### config.mk
export PLATFORM = sky130hd
export DESIGN_NAME = johnson_phase_decoder
export DESIGN_NICKNAME = d
export VERILOG_FILES = /design/src/rtl/johnson_pkg.sv /design/src/rtl/johnson_code_check.sv /design/src/rtl/johnson_phase_decoder.sv
export SDC_FILE = /design/constraint.sdc
export NUM_CORES = 1
export LEC_CHECK = 0
export ABC_CLOCK_PERIOD_IN_PS = 9850
export BUFFER_PORTS_ARGS = -buffer_cell sky130_fd_sc_hd__buf_2
export CAP_MARGIN = 40
export CORE_MARGIN = 2
export CORE_UTILIZATION = 30
export DETAILED_ROUTE_END_ITERATION = 10
export GPL_ROUTABILITY_DRIVEN = 0
export GPL_TIMING_DRIVEN = 1
export SYNTH_ARGS = -nofsm -noshare
export SYNTH_HDL_FRONTEND = slang
export SYNTH_SLANG_ARGS = --single-unit
### constraint.sdc
create_clock -name clk -period 9.85 [get_ports clk]
set_clock_uncertainty 0.2 [all_clocks]
set_input_delay 1.4775 -clock clk [delete_from_list [all_inputs] [get_ports clk]]
set_output_delay 1.4775 -clock clk [all_outputs]
set_load 0.03 [all_outputs]
### src/rtl/johnson_pkg.sv
// Shared types and helpers for the Johnson counter phase decoder:
// FSM state encoding, the legal code for each phase, and the phase-index width.
package johnson_pkg;

  typedef enum logic [1:0] {
    ACQUIRE = 2'd0,
    TRACK   = 2'd1,
    FAULT   = 2'd2
  } state_t;

  function automatic int phase_w(input int n);
    return $clog2(2 * n);
  endfunction

  // Phases 0..n fill ones from the LSB; phases n+1..2n-1 clear them from the LSB.
  function automatic logic [63:0] johnson_code(input int idx, input int n);
    logic [63:0] all_ones;
    all_ones = (64'd1 << n) - 64'd1;
    if (idx <= n) begin
      return (64'd1 << idx) - 64'd1;
    end
    return all_ones & ~((64'd1 << (idx - n)) - 64'd1);
  endfunction

endpackage

### src/rtl/johnson_code_check.sv
// Combinational decode of a Johnson counter word into a phase index,
// plus a legality flag (word must equal the canonical code for that index).
module johnson_code_check
  import johnson_pkg::*;
#(
  parameter int N = 4,
  parameter int W = phase_w(N)
) (
  input  logic [N-1:0] jc,
  output logic [W-1:0] idx,
  output logic         legal
);

  logic [W-1:0] ones;

  always_comb begin
    ones = '0;
    for (int i = 0; i < N; i++) begin
      ones = ones + W'(jc[i]);
    end
    // Upper half of the cycle (MSB set) counts down from 2N as ones are cleared.
    idx   = jc[N-1] ? (W'(2 * N) - ones) : ones;
    legal = (johnson_code(int'(idx), N) == {{(64 - N){1'b0}}, jc});
  end

endmodule

### src/rtl/johnson_phase_decoder.sv
// Johnson counter phase decoder: legality check, phase tracking FSM, sticky errors.
// Revolution tick/counter is built only when JOHNSON_DEC_REVCNT_EN is defined.
module johnson_phase_decoder
  import johnson_pkg::*;
#(
  parameter int N     = 4,
  parameter int REV_W = 8
) (
  input  logic                    clk,
  input  logic                    reset,
  input  logic [N-1:0]            jc_in,
  input  logic                    jc_valid,
  input  logic                    err_clr,
  output logic [$clog2(2*N)-1:0]  phase_idx,
  output logic [2*N-1:0]          phase_oh,
  output logic                    phase_valid,
  output logic                    code_err,
  output logic                    seq_err,
  output logic                    rev_tick,
  output logic [REV_W-1:0]        rev_cnt
);

  localparam int PW = $clog2(2 * N);
  localparam logic [PW-1:0] LAST = PW'(2 * N - 1);
  localparam logic [2*N-1:0] OH_ONE = {{(2 * N - 1){1'b0}}, 1'b1};

  state_t          state_reg;
  logic [PW-1:0]   phase_idx_reg;
  logic [2*N-1:0]  phase_oh_reg;
  logic            phase_valid_reg;
  logic            code_err_reg;
  logic            seq_err_reg;

  logic [PW-1:0]   idx;
  logic            legal;
  logic [PW-1:0]   idx_next;

  johnson_code_check #(.N(N), .W(PW)) u_check (
    .jc    (jc_in),
    .idx   (idx),
    .legal (legal)
  );

  assign idx_next = (phase_idx_reg == LAST) ? '0 : phase_idx_reg + 1'b1;

  // Flag clears come first so a same-cycle error assignment overrides them.
  always_ff @(posedge clk) begin
    if (reset) begin
      state_reg       <= ACQUIRE;
      phase_idx_reg   <= '0;
      phase_oh_reg    <= '0;
      phase_valid_reg <= 1'b0;
      code_err_reg    <= 1'b0;
      seq_err_reg     <= 1'b0;
    end else begin
      if (err_clr) begin
        code_err_reg <= 1'b0;
        seq_err_reg  <= 1'b0;
      end
      case (state_reg)
        ACQUIRE: begin
          if (jc_valid) begin
            if (legal) begin
              state_reg       <= TRACK;
              phase_idx_reg   <= idx;
              phase_oh_reg    <= OH_ONE << idx;
              phase_valid_reg <= 1'b1;
            end else begin
              state_reg       <= FAULT;
              code_err_reg    <= 1'b1;
              phase_valid_reg <= 1'b0;
            end
          end
        end
        TRACK: begin
          if (jc_valid) begin
            if (!legal) begin
              state_reg       <= FAULT;
              code_err_reg    <= 1'b1;
              phase_valid_reg <= 1'b0;
            end else if (idx == phase_idx_reg || idx == idx_next) begin
              phase_idx_reg <= idx;
              phase_oh_reg  <= OH_ONE << idx;
            end else begin
              state_reg       <= FAULT;
              seq_err_reg     <= 1'b1;
              phase_valid_reg <= 1'b0;
            end
          end
        end
        default: begin
          phase_valid_reg <= 1'b0;
          if (err_clr) begin
            state_reg <= ACQUIRE;
          end
        end
      endcase
    end
  end

  assign phase_idx   = phase_idx_reg;
  assign phase_oh    = phase_oh_reg;
  assign phase_valid = phase_valid_reg;
  assign code_err    = code_err_reg;
  assign seq_err     = seq_err_reg;

`ifdef JOHNSON_DEC_REVCNT_EN
  logic             wrap;
  logic             rev_tick_reg;
  logic [REV_W-1:0] rev_cnt_reg;

  // A wrap is an accepted 2N-1 -> 0 step while tracking.
  assign wrap = (state_reg == TRACK) && jc_valid && legal &&
                (idx == '0) && (phase_idx_reg == LAST);

  always_ff @(posedge clk) begin
    if (reset) begin
      rev_tick_reg <= 1'b0;
      rev_cnt_reg  <= '0;
    end else begin
      rev_tick_reg <= wrap;
      if (wrap) begin
        rev_cnt_reg <= rev_cnt_reg + 1'b1;
      end
    end
  end

  assign rev_tick = rev_tick_reg;
  assign rev_cnt  = rev_cnt_reg;
`else
  assign rev_tick = 1'b0;
  assign rev_cnt  = '0;
`endif

endmodule

==> run_results.csv, run 1 <==
group,metric,value,unit
yosys,synth-edff-count,0,
global_routing,grt-ovfl-total,0,
global_routing,antenna_found_initial,0,
die,row_count,26,
global_routing,grt_max_degree,21,
placed_design,portBuffers,21,
critical_path,cp_num_buf_inv,4,
placed_design,detailed_place_hpwl,2.71,mm
sta,hold_slack,0.266,ns
run_status,status,"finished, final reports clean",
global_routing,grt_use_met3,1.46,%
yosys,netlist_area,1540,µm²
global_routing,use_met1,19.2,%
yosys,synth_xor_area_share,9.24,%
critical_path,cp-end-kind,"flop",
sta,grt_setup_unrepaired,"no",
clock_tree,cts_tree,"built",
clock_tree,cts_buffers,3,
layout,multi_input_area,1070,µm²
yosys,synth_area_per_cell,8.39,µm²
yosys,synthCells,184,
layout,n_fill_cell,531,
job,maxCapViolCount,0,
yosys,ys_ff_latch,16,
yosys,async_flop_share,0,%
global_routing,grt_busiest_layer,"met2",
layout,drive_gt1_share,17.9,%
layout,regArea,320,µm²
clock_tree,postCtsSetupBuffers,0,
sta,slew_headroom,50.8,%
yosys,ys_types,53,
global_routing,grt_pass1_vias,1203,
clock_tree,path_clk_slew,0.06,ns
routing,ant_nets,0,
routing,drt_iter0_markers,104,
sta,drv_slew,0,
power_and_ir_drop,ir_drop,0.0000483,V
power_and_ir_drop,pwr_density_cell,133,nW/µm²
critical_path,arrival,5.89,ns
die,die-area,5740,µm²
critical_path,critPathLaunchType,"input port",
layout,final_nets,213,
sta,tightest_slew,0.734,ns
critical_path,worstPathMaxFanout,17,
clock_tree,cts.root.buffer_cell,"clkbuf_8",
routing,wirelength,3.46,mm
clock_tree,cts.sinks,16,
critical_path,cp_top_family,"simple AND/OR/NAND/NOR gates",
yosys,ys.warnings.count,0,
global_routing,grt_pass1_wl,5.80,mm
routing,drc,0,
routing,num_vias,1347,
yosys,synth-adder-area-share,6.97,%
routing,via_per_inst,5.08,
critical_path,cp_cell_sequence,"buf_2 > inv_1 > fa_1 > inv_1 > ha_1 > inv_1 > or3_1 > a21o_1 > ha_1 > or4_1 > a31oi_1 > nand4_1 > o311ai_0 > o31ai_1",
clock_tree,cts_resized,0,
layout,largest_reg_flops,8,
sta,fin_tns_setup,0,ns
critical_path,slowest_stage,"ha_1",
global_routing,use_met2,19.6,%
yosys,synth_top_family_by_area,"compound AO/OA/AOI/OAI gates",
clock_tree,cts_hold_buf,0,
sta,fmax,0.167,GHz
yosys,yosys_most_used_dff,"dfxtp_1",
critical_path,path_class,"in -> reg",
global_routing,track_usage,13.0,%
layout,n_antenna_cell,0,
die,start_util,30.6,%
routing,dr.pass1.iters,4,
clock_tree,ctsLongestPathBuffers,2,
die,die_h,75.7,µm
routing,post_drt_wl_per_cell,13.1,µm
yosys,synth_seq_area_share,20.7,%
clock_tree,clk_latency,0.24,ns
yosys,yosys.area_share.simple,22.2,%
sta,finalHoldViolCount,0,
power_and_ir_drop,design_power_total,223,µW
critical_path,cpMostUsedCell,"inv_1",
power_and_ir_drop,p_leak,0.715,nW
critical_path,critPathMaxStageDelay,0.53,ns
sta,final.min_clock_period,5.98,ns
yosys,synthMuxAreaShare,2.59,%
die,fp.dieW,75.7,µm
yosys,synth_compound_area_share,26.3,%
clock_tree,htree_num_levels,1,
layout,area_growth_syn_to_layout,8.51,%
sta,setup_viol,0,
die,io_pins,31,
die,core,5040,µm²
critical_path,critPathRequiredTime,9.77,ns
sta,min_period_over_period,60.7,%
hold_path,hold_class,"reg -> reg",
-- per-stage QoR --
step | cell area, µm² | utilization (%) | worst slack (ns) | std cells
finish | 1680 | 33.2 | 3.87 | 265
detailed placement | 1630 | 32.4 | 3.64 | 262
CTS | 1680 | 33.2 | 3.89 | 265
global route | 1680 | 33.2 | 3.42 | 265
floorplan | 1570 | - | 4.35 | 192
global placement | 1630 | 32.3 | 3.79 | 261
-- cells in the mapped netlist (2+ instances only) --
cell type | instances | area (µm²)
o22ai_1 | 4 | 25.0
a211oi_1 | 2 | 15.0
nand2b_1 | 6 | 37.5
dfxtp_1 | 16 | 320
nor2_1 | 6 | 22.5
a21oi_1 | 8 | 40.0
nand4_1 | 3 | 18.8
inv_1 | 11 | 41.3
o211ai_1 | 4 | 30.0
o31ai_1 | 9 | 67.6
clkbuf_1 | 4 | 15.0
mux2i_1 | 4 | 40.0
o311ai_1 | 6 | 52.6
nor3b_1 | 2 | 15.0
buf_4 | 9 | 67.6
or3_1 | 3 | 18.8
a31oi_1 | 4 | 25.0
o41ai_1 | 2 | 17.5
or2_2 | 2 | 12.5
ha_1 | 7 | 87.6
o21ai_0 | 3 | 15.0
nand2_1 | 10 | 37.5
a21o_1 | 4 | 30.0
buf_6 | 2 | 22.5
xnor2_1 | 5 | 43.8
nor2b_1 | 7 | 43.8
o311ai_0 | 3 | 26.3
o31a_1 | 2 | 17.5
buf_2 | 7 | 35.0
nor3_1 | 4 | 20.0
nand3_1 | 3 | 15.0
-- area by class of cell --
cell class,count,area share (%)
Multi-Input combinational cell,143,64.0
Sequential cell,16,19.1
Timing Repair Buffer,22,6.72
Tap cell,70,5.23
Clock buffer,3,2.46
Inverter,11,2.46
-- layout by cell type, fill, tap and decap left out, drive strengths merged, types with 6 or more instances in the layout --
cell / instances
a21oi: 8
o311ai: 9
nand2b: 6
inv: 11
ha: 7
nand2: 10
nor2: 6
conb: 9
xnor2: 6
dfxtp: 16
buf: 22
nor2b: 8
o31ai: 10
-- cells by family after synthesis --
| kind of cell | count (synthesis) |
|---|---|
| buffers and inverters | 33 |
| DFF | 16 |
| and+or+nand+nor | 57 |
| AOI/OAI and AO/OA | 55 |
| muxes | 4 |
| other | 1 |
| adders and majority gates | 8 |
| xor gates and xnor gates | 10 |
-- path summary, 6_finish.rpt --
path	end	depth (start not counted)	slack [ns]	startpoint
worst max-delay path	phase_oh[3]$_SDFFE_PP0P_	14	3.87	jc_in[3]
worst min-delay path	seq_err$_SDFF_PP0_	2	0.27	seq_err$_SDFF_PP0_
worst max register to register	phase_oh[4]$_SDFFE_PP0P_	8	7.14	phase_idx[0]$_SDFFE_PP0P_
worst min register to register	seq_err$_SDFF_PP0_	2	0.27	seq_err$_SDFF_PP0_
-- power by group --
| group | internal [mW] | total, mW | switching, mW |
|---|---|---|---|
| Clock | 0.0270 | 0.0472 | 0.0202 |
| Sequential | 0.0665 | 0.0682 | 0.00172 |
| Combinational | 0.0408 | 0.107 | 0.0666 |
| Total | 0.134 | 0.223 | 0.0885 |
-- worst register-to-register path: stages, from the launching register on --
cell and delay (ns):
dfxtp_1 0.37, ha_1 0.23, ha_1 0.17, or2_2 0.28
and3_1 0.20, o211a_1 0.26, o31ai_2 0.61, o311ai_0 0.20
o31ai_1 0.10
-- layer usage --
layer  part of all wire, %  up-vias
met5                     0        -
met4                     0        0
met3                   5.5        0
met2                    44       47
met1                    51      604
li1                      -      696
Power figures use the tool's default switching activity.
==> inputs of run 2 (changes only) <==
- ABC_CLOCK_PERIOD_IN_PS: 9850 -> 5400
- clock period: 9.85 -> 5.4 ns (I/O delays scaled with it)
==> run_results.csv, run 2 (same netlist as run 1, synthesis figures left out) <==
group,metric,value,unit
critical_path,critPathRequiredTime,5.32,ns
clock_tree,cts_tree,"built",
hold_path,hold_class,"reg -> reg",
run_status,status,"finished, final reports clean",
power_and_ir_drop,p_switching,163,µW
clock_tree,cts.sinks,16,
layout,n_fill_cell,548,
sta,hold_slack,0.264,ns
die,start_util,30.6,%
routing,drt_iter0_markers,97,
critical_path,worstPathMaxFanout,16,
routing,num_vias,1351,
routing,drc,0,
placed_design,detailed_place_hpwl,2.78,mm
clock_tree,cts_buffers,3,
global_routing,grt-ovfl-total,0,
power_and_ir_drop,comb_power_share,48.6,%
routing,ant_nets,0,
sta,min_period_over_period,89.3,%
clock_tree,postCtsSetupBuffers,0,
critical_path,cp-end-kind,"flop",
clock_tree,cts_resized,0,
global_routing,grt_pass1_vias,1214,
clock_tree,ctsLongestPathBuffers,2,
hold_path,hold_depth,2,
global_routing,grt_pass1_wl,5.91,mm
routing,post_drt_wl_per_cell,13.0,µm
clock_tree,clk_latency,0.25,ns
clock_tree,cts.root.buffer_cell,"clkbuf_8",
power_and_ir_drop,design_power_total,411,µW
routing,via_per_inst,5.04,
sta,drv_slew,0,
power_and_ir_drop,clkPwrFrac,21.2,%
sta,setup_viol,0,
sta,finalHoldViolCount,0,
layout,drive_gt1_share,19.2,%
sta,tightest_slew,0.717,ns
sta,grt_setup_unrepaired,"no",
clock_tree,cts_hold_buf,0,
power_and_ir_drop,pwr_density_cell,242,nW/µm²
die,row_count,26,
die,die-area,5740,µm²
layout,final_common_cell,"buf_2",
critical_path,arrival,4.74,ns
clock_tree,path_clk_slew,0.06,ns
global_routing,grt_max_degree,19,
layout,area_growth_syn_to_layout,9.97,%
global_routing,track_usage,13.1,%
job,maxCapViolCount,0,
sta,final.min_clock_period,4.82,ns
routing,wirelength,3.49,mm
layout,n_antenna_cell,0,
layout,final_nets,216,
die,core,5040,µm²
sta,slew_headroom,51.9,%
die,io_pins,31,
power_and_ir_drop,netSwitchingFraction,39.7,%
global_routing,antenna_found_initial,0,
die,die_h,75.7,µm
power_and_ir_drop,p_int,248,µW
power_and_ir_drop,ir_drop,0.0000852,V
critical_path,r2r_cells,8,
sta,fmax,0.207,GHz
clock_tree,htree_num_levels,1,
layout,final_cell_mix,"21 x buf_2, 16 x dfxtp_1, 11 x inv_1",
critical_path,path_class,"in -> reg",
placed_design,portBuffers,21,
critical_path,critPathLaunchType,"input port",
sta,fin_tns_setup,0,ns
routing,dr.pass1.iters,4,
die,fp.dieW,75.7,µm
power_and_ir_drop,p_leak,0.730,nW
power_and_ir_drop,seq_power_share,30.3,%
layout,largest_reg_flops,8,
[run 2: per-layer routing]
| metal | routed length (µm) | part of all wire [%] | GRT usage [%] | vias to the layer above |
|---|---|---|---|---|
| li1 | - | - | - | 698 |
| met4 | 51 | 1.5 | 4.09 | 0 |
| met3 | 116 | 3.3 | 0.529 | 5 |
| met5 | 0 | 0 | 0 | - |
| met1 | 1870 | 54 | 20.6 | 617 |
| met2 | 1460 | 42 | 19.1 | 31 |
[run 2: area by class of cell]
class | instances | area, µm² | area share, %
multi-input cells | 143 | 1070 | 63.2
clock buffers | 3 | 41.3 | 2.43
flip-flops and latches | 16 | 320 | 18.9
inverters | 11 | 41.3 | 2.43
well taps | 70 | 87.6 | 5.16
repair buffers | 25 | 135 | 7.96
[run 2: path summary, 6_finish.rpt]
path,end,slack [ns],startpoint
max reg2reg,phase_oh[5]$_SDFFE_PP0P_,2.70,phase_idx[0]$_SDFFE_PP0P_
min,seq_err$_SDFF_PP0_,0.26,seq_err$_SDFF_PP0_
min reg2reg,seq_err$_SDFF_PP0_,0.26,seq_err$_SDFF_PP0_
max,phase_oh[5]$_SDFFE_PP0P_,0.58,jc_in[3]
[run 2: metrics by stage]
stage / utilization, % / setup WS (ns) / std cells / area, µm²
CTS: 33.7 / 0.608 / 268 / 1700
finish: 33.7 / 0.579 / 268 / 1700
floorplan: - / 0.570 / 192 / 1570
global placement: 32.9 / 0.449 / 265 / 1660
detailed placement: 32.9 / 0.346 / 265 / 1660
global route: 33.7 / 0.214 / 268 / 1700
[run 2: power by group through the flow]
stage,clock (mW),combinational [mW],sequential (mW)
2_1_floorplan,0,0.165,0.130
3_3_place_gp,0,0.200,0.127
3_5_place_dp,0,0.199,0.127
4_1_cts,0.0900,0.200,0.124
5_1_grt,0.0961,0.223,0.125
6_report,0.0869,0.199,0.124
[run 2: critical path: stages]
cell and delay (ns):
buf_2 0.27, inv_1 0.20, fa_1 0.41, inv_1 0.06, ha_1 0.31, buf_4 0.24
nor2b_4 0.21, nand2_1 0.11, ha_1 0.31, or4_1 0.52, a31oi_1 0.21, nand4_1 0.46
o311ai_0 0.50, o31ai_1 0.12
